[src/rtl/fpga_tick_pkg.sv]
// Purpose: shared constants and the divisor sanitise helper for the tick divider.
// Latency: n/a (package, pure combinational helper).
// Backpressure: n/a.
package fpga_tick_pkg;

  // Widest counter the sanitise helper handles; channel widths must not exceed it.
  localparam int MaxCntWidth = 32;

  // Smallest divisor that still yields one low and one high cycle.
  localparam int MinDiv = 2;

  // Raise divisors below MinDiv to MinDiv; everything else passes through untouched.
  function automatic logic [MaxCntWidth-1:0] sanitise_div(input logic [MaxCntWidth-1:0] d);
    return (d < MaxCntWidth'(MinDiv)) ? MaxCntWidth'(MinDiv) : d;
  endfunction

endpackage

[src/rtl/fpga_tick_divider_if.sv]
// Purpose: bundles the per-channel control, divisor write handshake and divided outputs.
// Latency: n/a (wires only).
// Backpressure: div_ready_o is the only flow-control signal; it is low only during reset.
//
// master: the controller programming the divider (drives enables, divisors, sync).
// slave : the divider itself.
interface fpga_tick_divider_if #(
  parameter int NumChannels = 2,
  parameter int CntWidth    = 16
) ();

  logic [NumChannels-1:0]               en_i;
  logic [NumChannels-1:0][CntWidth-1:0] div_i;
  logic [NumChannels-1:0]               div_valid_i;
  logic [NumChannels-1:0]               div_ready_o;
  logic                                 sync_i;
  logic [NumChannels-1:0]               clk_o;
  logic [NumChannels-1:0]               tick_o;
  logic [NumChannels-1:0][CntWidth-1:0] active_div_o;

  modport master (
    output en_i, div_i, div_valid_i, sync_i,
    input  div_ready_o, clk_o, tick_o, active_div_o
  );

  modport slave (
    input  en_i, div_i, div_valid_i, sync_i,
    output div_ready_o, clk_o, tick_o, active_div_o
  );

endinterface

[src/rtl/fpga_tick_div_chan.sv]
// Purpose: one divider channel: counter, shadow/pending divisor, active divisor, clk/tick flops.
// Latency: clk/tick are registered from the next counter value; a write takes effect at the
//          next wrap, sync, or immediately on the next cycle while disabled.
// Backpressure: div_ready is low only during reset; writes are never stalled afterwards.
//
// Ports: clk_i/rst_ni clock and async active-low reset; en level enable; div/div_valid/div_ready
//        divisor write handshake; sync phase-realign pulse; clk_div divided square wave;
//        tick one-cycle pulse at the start of the high phase; active_div divisor in effect.
module fpga_tick_div_chan
  import fpga_tick_pkg::*;
#(
  parameter int CntWidth   = 16,
  parameter int DefaultDiv = 50
) (
  input  logic                clk_i,
  input  logic                rst_ni,
  input  logic                en,
  input  logic [CntWidth-1:0] div,
  input  logic                div_valid,
  input  logic                sync,
  output logic                div_ready,
  output logic                clk_div,
  output logic                tick,
  output logic [CntWidth-1:0] active_div
);

  logic [CntWidth-1:0] cnt_q, cnt_d;
  logic [CntWidth-1:0] act_q, act_d;
  logic [CntWidth-1:0] shd_q, shd_d;
  logic                pend_q, pend_d;
  logic                rdy_q;
  logic                clk_q, clk_d;
  logic                tick_q, tick_d;

  logic                wr;
  logic [CntWidth-1:0] wr_val;
  logic                wrap;
  logic                restart;
  logic [CntWidth-1:0] low_d;

  always_comb begin
    wr      = div_valid && rdy_q;
    wr_val  = CntWidth'(sanitise_div(MaxCntWidth'(div)));
    // Compare against D-1 explicitly so the wrap never depends on counter overflow.
    wrap    = (cnt_q == (act_q - CntWidth'(1)));
    // Every case that lands the counter on 0 is also a point where a pending divisor
    // may be applied: disabled, sync, or the natural end of a period.
    restart = !en || sync || wrap;

    // A write in the same cycle as a restart is folded in, so it is applied right away.
    shd_d  = wr ? wr_val : shd_q;
    pend_d = pend_q || wr;
    act_d  = act_q;
    if (restart && pend_d) begin
      act_d  = shd_d;
    end
    if (restart) begin
      pend_d = 1'b0;
      cnt_d  = '0;
    end else begin
      cnt_d  = cnt_q + CntWidth'(1);
    end

    // Low phase is the ceiling half, so odd divisors get the extra low cycle.
    low_d  = act_d - (act_d >> 1);
    clk_d  = en && (cnt_d >= low_d);
    tick_d = en && (cnt_d == low_d);
  end

  always_ff @(posedge clk_i or negedge rst_ni) begin
    if (!rst_ni) begin
      cnt_q  <= '0;
      act_q  <= CntWidth'(DefaultDiv);
      shd_q  <= CntWidth'(DefaultDiv);
      pend_q <= 1'b0;
      rdy_q  <= 1'b0;
      clk_q  <= 1'b0;
      tick_q <= 1'b0;
    end else begin
      cnt_q  <= cnt_d;
      act_q  <= act_d;
      shd_q  <= shd_d;
      pend_q <= pend_d;
      rdy_q  <= 1'b1;
      clk_q  <= clk_d;
      tick_q <= tick_d;
    end
  end

  assign div_ready  = rdy_q;
  assign clk_div    = clk_q;
  assign tick       = tick_q;
  assign active_div = act_q;

endmodule

[src/rtl/fpga_tick_divider.sv]
// Purpose: multi-channel runtime-programmable clock/tick divider with shared phase sync.
// Latency: outputs are flops; divisor writes take effect at the next wrap/sync, or next cycle
//          on a disabled channel.
// Backpressure: div_ready_o is low during reset and constant high afterwards.
//
// Ports: clk_i SoC clock; rst_ni async active-low reset; bus (slave) carries en_i, div_i,
//        div_valid_i/div_ready_o, sync_i, clk_o, tick_o and active_div_o for all channels.
module fpga_tick_divider
  import fpga_tick_pkg::*;
#(
  parameter int NumChannels = 2,
  parameter int CntWidth    = 16,
  parameter int DefaultDiv  = 50
) (
  input  logic                clk_i,
  input  logic                rst_ni,
  fpga_tick_divider_if.slave  bus
);

  // Guard against a too-small reset divisor the same way runtime writes are guarded.
  localparam int ResetDiv = (DefaultDiv < MinDiv) ? MinDiv : DefaultDiv;

  logic [NumChannels-1:0]               ready;
  logic [NumChannels-1:0]               clk_div;
  logic [NumChannels-1:0]               tick;
  logic [NumChannels-1:0][CntWidth-1:0] active_div;

  for (genvar g = 0; g < NumChannels; g++) begin : g_chan
    fpga_tick_div_chan #(
      .CntWidth   (CntWidth),
      .DefaultDiv (ResetDiv)
    ) u_chan (
      .clk_i      (clk_i),
      .rst_ni     (rst_ni),
      .en         (bus.en_i[g]),
      .div        (bus.div_i[g]),
      .div_valid  (bus.div_valid_i[g]),
      .sync       (bus.sync_i),
      .div_ready  (ready[g]),
      .clk_div    (clk_div[g]),
      .tick       (tick[g]),
      .active_div (active_div[g])
    );
  end

  assign bus.div_ready_o  = ready;
  assign bus.clk_o        = clk_div;
  assign bus.tick_o       = tick;
  assign bus.active_div_o = active_div;

endmodule

[src/flat_wrapper.sv]
// flat-port wrapper written by rule: the top's interface ports become plain ports
module fpga_tick_divider_flat import fpga_tick_pkg::*;
#(
  parameter int NumChannels = 2,
  parameter int CntWidth    = 16,
  parameter int DefaultDiv  = 50
)
  (clk_i, rst_ni, bus_en_i, bus_div_i, bus_div_valid_i, bus_sync_i, bus_div_ready_o, bus_clk_o, bus_tick_o, bus_active_div_o);
  fpga_tick_divider_if #(.NumChannels(NumChannels), .CntWidth(CntWidth)) bus_i ();
  input  logic clk_i;
  input  logic rst_ni;
  input wire logic [$bits(bus_i.en_i)-1:0] bus_en_i;
  input wire logic [$bits(bus_i.div_i)-1:0] bus_div_i;
  input wire logic [$bits(bus_i.div_valid_i)-1:0] bus_div_valid_i;
  input wire logic [$bits(bus_i.sync_i)-1:0] bus_sync_i;
  output wire logic [$bits(bus_i.div_ready_o)-1:0] bus_div_ready_o;
  output wire logic [$bits(bus_i.clk_o)-1:0] bus_clk_o;
  output wire logic [$bits(bus_i.tick_o)-1:0] bus_tick_o;
  output wire logic [$bits(bus_i.active_div_o)-1:0] bus_active_div_o;
  assign bus_i.en_i = bus_en_i;
  assign bus_i.div_i = bus_div_i;
  assign bus_i.div_valid_i = bus_div_valid_i;
  assign bus_i.sync_i = bus_sync_i;
  assign bus_div_ready_o = bus_i.div_ready_o;
  assign bus_clk_o = bus_i.clk_o;
  assign bus_tick_o = bus_i.tick_o;
  assign bus_active_div_o = bus_i.active_div_o;
  fpga_tick_divider #(.NumChannels(NumChannels), .CntWidth(CntWidth), .DefaultDiv(DefaultDiv)) u_core (.clk_i(clk_i), .rst_ni(rst_ni), .bus(bus_i));
endmodule
[config.mk]
export PLATFORM = sky130hd
export DESIGN_NAME = fpga_tick_divider_flat
export DESIGN_NICKNAME = d
export VERILOG_FILES = /design/src/rtl/fpga_tick_pkg.sv /design/src/rtl/fpga_tick_divider_if.sv /design/src/rtl/fpga_tick_div_chan.sv /design/src/rtl/fpga_tick_divider.sv /design/src/flat_wrapper.sv
export SDC_FILE = /design/constraint.sdc
export NUM_CORES = 1
export LEC_CHECK = 0
export ABC_CLOCK_PERIOD_IN_PS = 5800
export CAP_MARGIN = 20
export CORE_MARGIN = 2
export CORE_UTILIZATION = 45
export DETAILED_ROUTE_END_ITERATION = 6
export GPL_TIMING_DRIVEN = 0
export HOLD_SLACK_MARGIN = 0.06
export PLACE_DENSITY = 0.75
export REMOVE_ABC_BUFFERS = 1
export SYNTH_ARGS = -nofsm -noshare
export SYNTH_HDL_FRONTEND = slang
export SYNTH_SLANG_ARGS = --single-unit
[constraint.sdc]
create_clock -name clk_i -period 5.8 [get_ports clk_i]
set_clock_uncertainty 0.15 [all_clocks]
set_input_delay 1.74 -clock clk_i [delete_from_list [all_inputs] [get_ports clk_i]]
set_output_delay 1.74 -clock clk_i [all_outputs]
set_load 0.03 [all_outputs]
# ---- Yosys cells after proc, flatten, opt, wreduce, memory -nomap -nowiden
# Index checks and enable logic that the tools add are counted.
dict set report word_totals {
  elab_cells 53
  register_bits 103
  input_bits 39
  out_inout_bits 38
}
dict set report classes {
  addsub 6
  n_reduce_logical 16
  muxes 10
  n_lt_le_gt_ge 4
  n_eq_ne 4
}
# operator count
set ops {}
lappend ops {{$mux 16} 8}
lappend ops {{$eq 16x16->1} 4}
lappend ops {{$add 16x1->16 const B} 2}
lappend ops {{$ge 16x16->1} 2}
lappend ops {{$lt 16x2->1 const B} 2}
lappend ops {{$sub 16x1->16 const B} 2}
lappend ops {{$sub 16x15->16} 2}
lappend ops {{$logic_and 1x1->1} 8}
lappend ops {{$logic_or 1x1->1} 6}
lappend ops {{$logic_not 1->1} 2}
lappend ops {{$mux 1} 2}

# ---- Longest topological paths before layout
# Gate-level depths: netlist of run 1.
dict set report logic_depth {
  ltp_word 8
  depth_mapped 31
}

# ---- Modules after synthesis
# Synthesis of run 1 repeated with hierarchy kept, for this count alone.
dict set report hier_totals {
  cells_unflattened 782
  area_unflattened_um2 7377.1
}
# mod instances seq_area_each_um2 cells_per_inst area_per_inst_um2
set by_module_without_submodules {}
lappend by_module_without_submodules {fpga_tick_div_chan 2 1308.8 391 3688.5}

# ---- Worst setup path after synthesis of run 1
# No wires, ideal clock.
dict set report synth_timing {
  path_type {flip-flop to flip-flop}
  startpoint {reg u_core.g_chan[0].u_chan.act_q[0]}
  endpoint {reg u_core.g_chan[0].u_chan.clk_q}
  path_slack_ns -0.384
  t_arrival_ns 5.969
  stages_incl_launch_ff 31
  period_less_slack_ns 6.184
  path_cell_list {dfrtp_1 > clkbuf_1 > inv_1 > ha_1 > clkbuf_1 > or3b_2 > nor4_1 > mux2i_1 > a31oi_1 > a221o_1 > a21o_1 > buf_6 > mux2_2 > ha_1 > inv_1 > fa_1 > a21o_1 > a21oi_1 > nor2b_1 > o21ai_0 > a211oi_1 > o31ai_1 > a21oi_1 > xnor2_1 > ha_1 > nand2_1 > or3_1 > nor3_1 > a211oi_1 > o221ai_1 > and2_1}
}
dict set report synth_between {
  elab_chain_cells 8
}
# element line
set synth_lines {}
lappend synth_lines {{from (decl)} fpga_tick_div_chan.sv:28} ;# logic [CntWidth-1:0] act_q, act_d;
lappend synth_lines {{from (signal assigned)} fpga_tick_div_chan.sv:73} ;# act_q <= CntWidth'(DefaultDiv);
lappend synth_lines {{from (signal assigned)} fpga_tick_div_chan.sv:81} ;# act_q <= act_d;
lappend synth_lines {{$sub 16x1->16} fpga_tick_div_chan.sv:45} ;# wrap = (cnt_q == (act_q - CntWidth'(1)));
lappend synth_lines {{$eq 16x16->1} fpga_tick_div_chan.sv:45}
lappend synth_lines {{$logic_or 1x1->1} fpga_tick_div_chan.sv:48} ;# restart = !en || sync || wrap;
lappend synth_lines {{$logic_and 1x1->1} fpga_tick_div_chan.sv:54} ;# if (restart && pend_d) begin
lappend synth_lines {{$mux 16} fpga_tick_div_chan.sv:54}
lappend synth_lines {{named net u_core.g_chan[0].u_chan.act_d[1]} fpga_tick_div_chan.sv:28}
lappend synth_lines {{$sub 16x15->16} fpga_tick_div_chan.sv:65} ;# low_d = act_d - (act_d >> 1);
lappend synth_lines {{$ge 16x16->1} fpga_tick_div_chan.sv:66} ;# clk_d = en && (cnt_d >= low_d);
lappend synth_lines {{$logic_and 1x1->1} fpga_tick_div_chan.sv:66}
lappend synth_lines {{named net u_core.g_chan[0].u_chan.clk_d} fpga_tick_div_chan.sv:32} ;# logic clk_q, clk_d;
lappend synth_lines {{to (signal assigned)} fpga_tick_div_chan.sv:85} ;# clk_q <= clk_d;
lappend synth_lines {{to (decl)} fpga_tick_div_chan.sv:32}
# The timed path passes the listed nets, and every way through them passes these cells.

# ---- Worst setup path after layout of run 1
dict set report layout_timing {
  startpoint {reg u_core.g_chan[1].u_chan.act_q[8]}
  endpoint {reg u_core.g_chan[1].u_chan.tick_q}
}
dict set report layout_between {
  elab_chain_cells 8
}
# element line
set layout_lines {}
lappend layout_lines {{from (decl)} fpga_tick_div_chan.sv:28}
lappend layout_lines {{from (signal assigned)} fpga_tick_div_chan.sv:73}
lappend layout_lines {{from (signal assigned)} fpga_tick_div_chan.sv:81}
lappend layout_lines {{$sub 16x1->16} fpga_tick_div_chan.sv:45}
lappend layout_lines {{$eq 16x16->1} fpga_tick_div_chan.sv:45}
lappend layout_lines {{$logic_or 1x1->1} fpga_tick_div_chan.sv:48}
lappend layout_lines {{$logic_and 1x1->1} fpga_tick_div_chan.sv:54}
lappend layout_lines {{$mux 16} fpga_tick_div_chan.sv:54}
lappend layout_lines {{named net u_core.g_chan[1].u_chan.act_d[1]} fpga_tick_div_chan.sv:28}
lappend layout_lines {{$sub 16x15->16} fpga_tick_div_chan.sv:65}
lappend layout_lines {{$eq 16x16->1} fpga_tick_div_chan.sv:67} ;# tick_d = en && (cnt_d == low_d);
lappend layout_lines {{$logic_and 1x1->1} fpga_tick_div_chan.sv:67}
lappend layout_lines {{named net u_core.g_chan[1].u_chan.tick_d} fpga_tick_div_chan.sv:33} ;# logic tick_q, tick_d;
lappend layout_lines {{to (signal assigned)} fpga_tick_div_chan.sv:86} ;# tick_q <= tick_d;
lappend layout_lines {{to (decl)} fpga_tick_div_chan.sv:33}
# The timed path passes the listed nets, and every way through them passes these cells.

==> out/summary.log, run 1 <==
[sta] setup repair after global routing missed its margin true
[flow_run] max cap viols 0
[drt] number of search-and-repair iterations in the first detailed-routing pass 5
[final_layout] final design utilization 60.2%
[sta] Hold Vio Cnt, Final 0
[global_routing] first-pass GRT wire length 30400 um
[synthesis] xor/xnor cell area share of the yosys netlist 10.9%
[synthesis] area fraction in and, or, nand and nor cells after synthesis 16.4%
[floorplanning] x dimension of the die 132 um
[power] Total Power 0.00475 W
[placed_design] pre-CTS setup slack -2170 ps
[power] switching fraction of total power 44.6%
[placed_design] count of buffers from port buffering 76
[critical_path] max incr delay on CP 570 ps
[critical_path] worst-path cell with the longest stage delay or4_1
[global_routing] total congestion overflow 0
[drt] Residual DRC 0
[synthesis] post-synthesis register bit count 103
[cts] clock buffer count from CTS 9
[cts] register clock-pin slew on the reported worst setup and hold paths 70 ps
[synthesis] number of library cell types mapped by synthesis 71
[power] cell internal power dissipation 0.00263 W
[synthesis] warnings from Yosys 0
[drt] Vias per Instance 5.54
[power] static leakage power 4.33 nW
[final_layout] most frequent cells in the layout dfrtp_1, ha_1, xor2_1
[drt] number of DRC violations after detailed-routing iteration 0 302
[placed_design] Detail Placement HPWL 13400 um
[cts] clk_lat worst skew 360 ps
[critical_path] signal arrival time at the worst endpoint 5970 ps
[cts] clk sink count 103
[sta] Final min period 5840 ps
[floorplanning] Die Area 17500 um2
[synthesis] post-synthesis instance area 7380 um2
[final_layout] Inserted Diodes 0
[global_routing] maximum number of pins on one net before global-route repair 71
[critical_path] type of origin of the critical path flop
[final_layout] area taken by flip-flops and latches 2600 um2
[global_routing] antenna violations before repair 0
[drt] Routed Wire Length 19100 um
[synthesis] adder-cell area share of the yosys netlist 11.7%
[floorplanning] y dimension of the die 132 um
[critical_path] cell-by-cell listing of the critical path or4_1, or4_1, a21oi_1, nor4_2, a311oi_4, nor2_4, buf_4, o21ai_4, ha_4, inv_2, fa_2, a21o_1, a21oi_2, o21bai_2, a31oi_2, o211ai_1, a31o_2, a21oi_2, xor2_1, ha_1, nand4_1, or4_4, nor3_4
[final_layout] number of filler instances in the final layout 1289
[critical_path] critical path fanouts, max 6
[synthesis] main flop type after synthesis dfrtp_1
[floorplanning] Core Footprint 15900 um2
[synthesis] mean cell area of the mapped netlist 9.81 um2
[critical_path] type of the setup path with the least slack reg2reg
[synthesis] sequential cell area fraction in the yosys report 35.1%
[sta] measured slew at the worst slew-check pin 780 ps
[power] Clk network pwr share 13.2%
[sta] headroom to the max-slew limit 47.7%
[synthesis] area fraction in compound gates after synthesis 12.6%
[hold_path] min-delay worst type reg2reg
[sta] final period utilization 101%
[drt] antenna violation net count after detailed routing 0
[power] power dissipated by switching net loads 0.00212 W
[status] violations in the final reports setup timing
[final_layout] fraction of final layout cells with drive strength greater than 1 28.7%
[critical_path] sum of buffers and inverters on the critical path 2
[cts] CTS tree built
[sta] final max-slew violation count 0
[final_layout] leading cell type in the layout, fill and taps excluded dfrtp_1
[synthesis] fraction of synthesis flops using an asynchronous set or reset pin 100%
[critical_path] Crit. End Element flop
[power] worst-case vdd ir drop 0.000210 V
[synthesis] EDFF count, synth 0
[global_routing] gr usage total 21.8%
[final_layout] Post-layout nets 983
[sta] maximum operating frequency 171 MHz
[power] sequential power share 22.7%
[power] Comb power frac 64.1%
[synthesis] mux cell area share after synthesis 8.56%
[critical_path] endpoint required time on the critical path 5930 ps
[synthesis] main combinational cell family by area after synthesis simple AND/OR/NAND/NOR gates
[cts] Root Driver clkbuf_16
[status] result of the run finished with violations
[final_layout] area of combinational cells with multiple inputs 5040 um2
[floorplanning] initial core utilization 46.3%
[placed_design] routability congestion estimate from global placement 0.862
[drt] total via count in the routed design 6082
[sta] crit path setup slack, layout -42.9 ps
[global_routing] vias in the first global route 6230
[floorplanning] Std-Cell Rows 46
[sta] number of setup violations in the final report 1
[final_layout] Synth-to-Final Area Change 30.0%
[cts] maximum level of the CTS H-tree 3
[critical_path] family of cells with the greatest summed delay on the critical path compound AO/OA/AOI/OAI gates
[drt] drt wl/cell 17.4 um
[synthesis] number of standard cells after synthesis 753
[cts] clk buf depth 2
[power] power density cells 495 nW/um2
[floorplanning] I/O pin count 77
[path summary, 6_finish.rpt]
path	startpoint	end	slack [ps]	cells after the start
min	u_core.g_chan[1].u_chan.shd_q[9]	u_core.g_chan[1].u_chan.shd_q[9]	350	1
max	u_core.g_chan[1].u_chan.active_div[8]	u_core.g_chan[1].u_chan.tick	-40	23
max in group asynchronous	rst_ni	u_core.g_chan[1].u_chan.shd_q[1]	3570	2
max reg2reg	u_core.g_chan[1].u_chan.active_div[8]	u_core.g_chan[1].u_chan.tick	-40	23
min reg2reg	u_core.g_chan[1].u_chan.shd_q[9]	u_core.g_chan[1].u_chan.shd_q[9]	350	1
min in group asynchronous	rst_ni	u_core.g_chan[1].u_chan.shd_q[8]	1180	1
[power groups by stage]
stage | registers, W | clock network [W] | logic (W)
2_1_floorplan | 0.00119 | 0 | 0.00166
3_3_place_gp | 0.00108 | 0 | 0.00236
3_5_place_dp | 0.00108 | 0 | 0.00243
4_1_cts | 0.00107 | 0.000639 | 0.00274
5_1_grt | 0.00110 | 0.000666 | 0.00334
6_report | 0.00108 | 0.000627 | 0.00305
[state kept, by name, indices dropped and copies added (netlist names)]
signal                           cells
u_core.g_chan.u_chan.active_div     32
u_core.g_chan.u_chan.cnt_q          32
u_core.g_chan.u_chan.shd_q          32
u_core.g_chan.u_chan.clk_div         2
u_core.g_chan.u_chan.pend_q          2
u_core.g_chan.u_chan.tick            2
u_core.g_chan.u_chan.div_ready       1
[synthesized netlist by cell type, types with 3 or more instances]
cell      instances  area, um2
dfstp_2          12        315
nor2b_1          13       81.3
nand3_1          24        120
nand3b_1          6       45.0
or3_1             4       25.0
dfrtp_1          91       2280
ha_1             66        826
o211ai_1          3       22.5
nor3b_1           3       22.5
a211oi_1          7       52.6
xnor2_1          34        298
buf_4             7       52.6
inv_1            45        169
o311ai_0          3       26.3
and2_1            4       25.0
nor3_1           19       95.1
or2_2             6       37.5
nand2_1          21       78.8
o31ai_1           4       30.0
a21oi_1          45        225
nor4_1           14       87.6
o31a_1            3       26.3
mux2i_1          20        200
mux2i_2           6       82.6
o21ai_0          14       70.1
clkbuf_1         12       45.0
a31oi_1           8       50.1
a21o_1           25        188
and3_1           10       62.6
nand2b_1         12       75.1
nand4_1          12       75.1
or4_1             6       45.0
mux2_2           29        327
a31o_2            3       26.3
nor2_1           52        195
inv_2             7       26.3
xor2_1           58        508
[worst register-to-register path: stages (launching register included)]
cell	delay (ps)
dfrtp_2	460
or4_1	570
or4_1	430
a21oi_1	170
nor4_2	90
a311oi_4	380
nor2_4	120
buf_4	170
o21ai_4	220
ha_4	180
inv_2	40
fa_2	340
a21o_1	170
a21oi_2	190
o21bai_2	100
a31oi_2	260
o211ai_1	170
a31o_2	270
a21oi_2	120
xor2_1	90
ha_1	300
nand4_1	170
or4_4	470
nor3_4	130
[area by class of cell]
cell class | instances | share of cell area (%)
flip-flops and latches | 103 | 27.1
clock buffers | 11 | 2.53
multi-input cells | 575 | 52.5
clock inverters | 5 | 0.600
inverters | 52 | 2.03
repair buffers | 135 | 12.4
well taps | 216 | 2.82
[kinds of logic after synthesis]
| family | after synthesis |
|---|---|
| buf+inv | 76 |
| mux | 56 |
| compound gates | 138 |
| simple gates | 219 |
| flops | 103 |
| other cells | 1 |
| fa+ha+maj | 68 |
| xor+xnor | 92 |
[routing by layer]
layer / GRT usage [%] / up-vias / share of wire (%)
met3: 3.58 / 35 / 3.4
met1: 25.6 / 2982 / 42
li1: - / 2945 / -
met5: 0 / - / 0
met4: 7.55 / 0 / 2.5
met2: 40.0 / 120 / 52
[what timing repair did]
action / CTS / global route
pin swaps: 48 / 51
setup buffers: 35 / 23
resized for setup: 148 / 68
setup endpoints to repair: 4 / 4
gates cloned: 1 / 0
hold buffers: 0 / 0
[stage by stage]
stage | instance area [um2] | TNS (ps) | hold WS [ps] | std cells
finish | 9600 | -42.9 | 353 | 1097
CTS | 9220 | -305 | 353 | 1074
floorplan | 7230 | -1710 | 314 | 729
global route | 9600 | -846 | 367 | 1097
detailed placement | 8290 | -7460 | 338 | 1022
global placement | 8270 | -108340 | 328 | 1021
No activity file was read; power rests on OpenSTA's default activity.
==> run 2: changes to the inputs <==
--- a/config.mk
+++ b/config.mk
@@ -9,7 +9,9 @@
 export CAP_MARGIN = 20
 export CORE_MARGIN = 2
 export CORE_UTILIZATION = 45
+export CTS_CLUSTER_SIZE = 28
 export DETAILED_ROUTE_END_ITERATION = 6
+export GPL_ROUTABILITY_DRIVEN = 0
 export GPL_TIMING_DRIVEN = 0
 export HOLD_SLACK_MARGIN = 0.06
 export PLACE_DENSITY = 0.75
==> results of run 2 <==
No change in the layout: final DEF, timing and power equal those of run 1.
==> run 3: changes to the inputs <==
--- a/config.mk
+++ b/config.mk
@@ -7,7 +7,7 @@
 export LEC_CHECK = 0
 export ABC_CLOCK_PERIOD_IN_PS = 5800
 export CAP_MARGIN = 20
-export CORE_MARGIN = 2
+export CORE_MARGIN = 1
 export CORE_UTILIZATION = 45
 export CTS_CLUSTER_SIZE = 28
 export DETAILED_ROUTE_END_ITERATION = 6
==> constraint.sdc (replaced) <==
create_clock -name clk_i -period 5.8 [get_ports clk_i]
set_clock_uncertainty 0.15 [all_clocks]
set_input_delay 1.74 -clock clk_i [delete_from_list [all_inputs] [get_ports clk_i]]
set_output_delay 1.74 -clock clk_i [all_outputs]
set_load 0.05 [all_outputs]
==> run 3 against run 2 <==
The run still ends with setup timing left; cell area up 0.76%; non-clock buffer count up 10; critical path depth down 3; via count up 1.4%; highest routed layer unchanged.
==> out/summary.log, run 3 (same netlist as run 1, synthesis figures left out) <==
[power] static leakage power 4.34 nW
[critical_path] type of the setup path with the least slack in2reg
[drt] number of search-and-repair iterations in the first detailed-routing pass 5
[cts] clk sink count 103
[floorplanning] Die Area 16900 um2
[drt] number of DRC violations after detailed-routing iteration 0 289
[global_routing] total congestion overflow 0
[placed_design] # placed instances 1022
[global_routing] first-pass GRT wire length 30600 um
[sta] maximum operating frequency 164 MHz
[final_layout] Post-layout nets 993
[global_routing] gr usage total 23.6%
[status] violations in the final reports setup timing
[sta] crit path setup slack, layout -300 ps
[floorplanning] Std-Cell Rows 46
[drt] Residual DRC 0
[final_layout] leading cell type in the layout, fill and taps excluded dfrtp_1
[placed_design] count of buffers from port buffering 76
[final_layout] fraction of final layout cells with drive strength greater than 1 29.4%
[drt] total via count in the routed design 6169
[floorplanning] I/O pin count 77
[cts] clk buf depth 2
[critical_path] critical path fanouts, max 3
[cts] register clock-pin slew on the reported worst setup and hold paths 80 ps
[sta] setup repair after global routing missed its margin true
[sta] Final min period 6100 ps
[status] result of the run finished with violations
[drt] Met1 Wirelength 7800 um
[cts] maximum level of the CTS H-tree 3
[cts] clock buffer count from CTS 9
[power] power density cells 507 nW/um2
[placed_design] Cell Area, Placed 8290 um2
[global_routing] antenna violations before repair 0
[cts] number of hold buffers added after cts 0
[floorplanning] initial core utilization 46.3%
[critical_path] Crit. End Element flop
[sta] headroom to the max-slew limit 47.3%
[drt] drt wl/cell 17.6 um
[floorplanning] Core Footprint 15900 um2
[global_routing] vias in the first global route 6274
[hold_path] min-delay worst type reg2reg
[sta] WHS 355 ps
[sta] final max-slew violation count 0
[floorplanning] x dimension of the die 130 um
[power] worst-case vdd ir drop 0.000323 V
[sta] TNS Setup -576 ps
[final_layout] Inserted Diodes 0
[placed_design] Detail Placement HPWL 13400 um
[final_layout] Synth-to-Final Area Change 30.9%
[sta] final period utilization 105%
[drt] met2 wirelength from detailed routing 10500 um
[sta] Hold Vio Cnt, Final 0
[drt] Vias per Instance 5.57
[floorplanning] y dimension of the die 130 um
[critical_path] endpoint required time on the critical path 5920 ps
[drt] antenna violation net count after detailed routing 0
[drt] top layer in use met4
[drt] Routed Wire Length 19500 um
[final_layout] most frequent cells in the layout dfrtp_1, buf_4, xor2_1, ha_1, nor2_1
[critical_path] type of origin of the critical path input pin
[global_routing] maximum number of pins on one net before global-route repair 60
[drt] wire length on met3 736 um
[critical_path] signal arrival time at the worst endpoint 6220 ps
[final_layout] number of standard cells in the final layout excluding fillers 1107
[placed_design] pre-CTS setup slack -2250 ps
[flow_run] max cap viols 0
[final_layout] fin area 9670 um2
[cts] clk_lat worst skew 360 ps
[cts] CTS tree built
[cts] Root Driver clkbuf_16
[sta] number of setup violations in the final report 4
[sta] measured slew at the worst slew-check pin 786 ps
==> run 3: changes by cell type in the layout (fill, tap and decap cells not counted), moves of 5 or more <==
cell,delta
clkbuf_2,-8
inv_2,-5
buf_4,+10
buf_2,+10
==> run 3: path summary, 6_finish.rpt <==
check | from | to | slack (ps) | cells after the start
worst min register to register | u_core.g_chan[0].u_chan.shd_q[3] | u_core.g_chan[0].u_chan.shd_q[3] | 350 | 1
worst min-delay path | u_core.g_chan[0].u_chan.shd_q[3] | u_core.g_chan[0].u_chan.shd_q[3] | 350 | 1
min in group asynchronous | rst_ni | u_core.g_chan[1].u_chan.active_div[11] | 1300 | 1
worst max register to register | u_core.g_chan[1].u_chan.active_div[8] | u_core.g_chan[1].u_chan.tick | -300 | 22
worst max-delay path | bus_div_i[23] | u_core.g_chan[1].u_chan.tick | -300 | 20
max in group asynchronous | rst_ni | u_core.g_chan[0].u_chan.active_div[1] | 3430 | 2
==> run 3: area by class of cell <==
class | instances | area, um2
Fill cell | 1325 | 6270
Multi-Input combinational cell | 575 | 5080
Sequential cell | 103 | 2600
Timing Repair Buffer | 145 | 1240
Tap cell | 216 | 270
Clock buffer | 9 | 225
Inverter | 52 | 200
Clock inverter | 7 | 56.3
==> run 3: where the power goes <==
part	leakage (nW)	internal (W)	switching, W
Clock	0.136	0.000296	0.000294
Combinational	2.93	0.00145	0.00178
Sequential	1.27	0.000861	0.000218
Total	4.34	0.00261	0.00230
==> run 3: stage by stage <==
step	utilization (%)	power [W]
final	60.6	0.00490
after global routing	60.6	0.00525
after CTS	59.0	0.00463
after detailed placement	52.0	0.00363
after global placement	51.8	0.00356
after floorplan	-	0.00298
==> run 3: critical path, stage by stage <==
cell and delay [ps]:
clkdlybuf4s15_2 220, nor4_2 250, a41oi_2 200, a22o_1 270
mux2i_2 210, ha_2 230, inv_2 50, fa_2 360
a21o_1 190, a21oi_2 190, o21bai_2 130, a31oi_4 250
o211ai_1 170, a31o_2 280, a21oi_2 140, xor2_1 90
ha_1 320, nand4_1 190, or4_4 550, nor3_4 170
==> run 3: timing repair <==
item / 4_1_cts / 5_1_grt
resized for setup: 202 / 23
setup buffers: 55 / 13
setup endpoints to repair: 4 / 4
cloned: 1 / 0
endpoints found under the hold margin: 0 / 0
pin swaps: 59 / 38
==> run 3: metal layers <==
layer | vias to the layer above | global-route usage (%)
met3 | 27 | 4.67
met5 | - | 0
met4 | 0 | 7.11
li1 | 2982 | -
met2 | 129 | 44.0
met1 | 3031 | 27.1
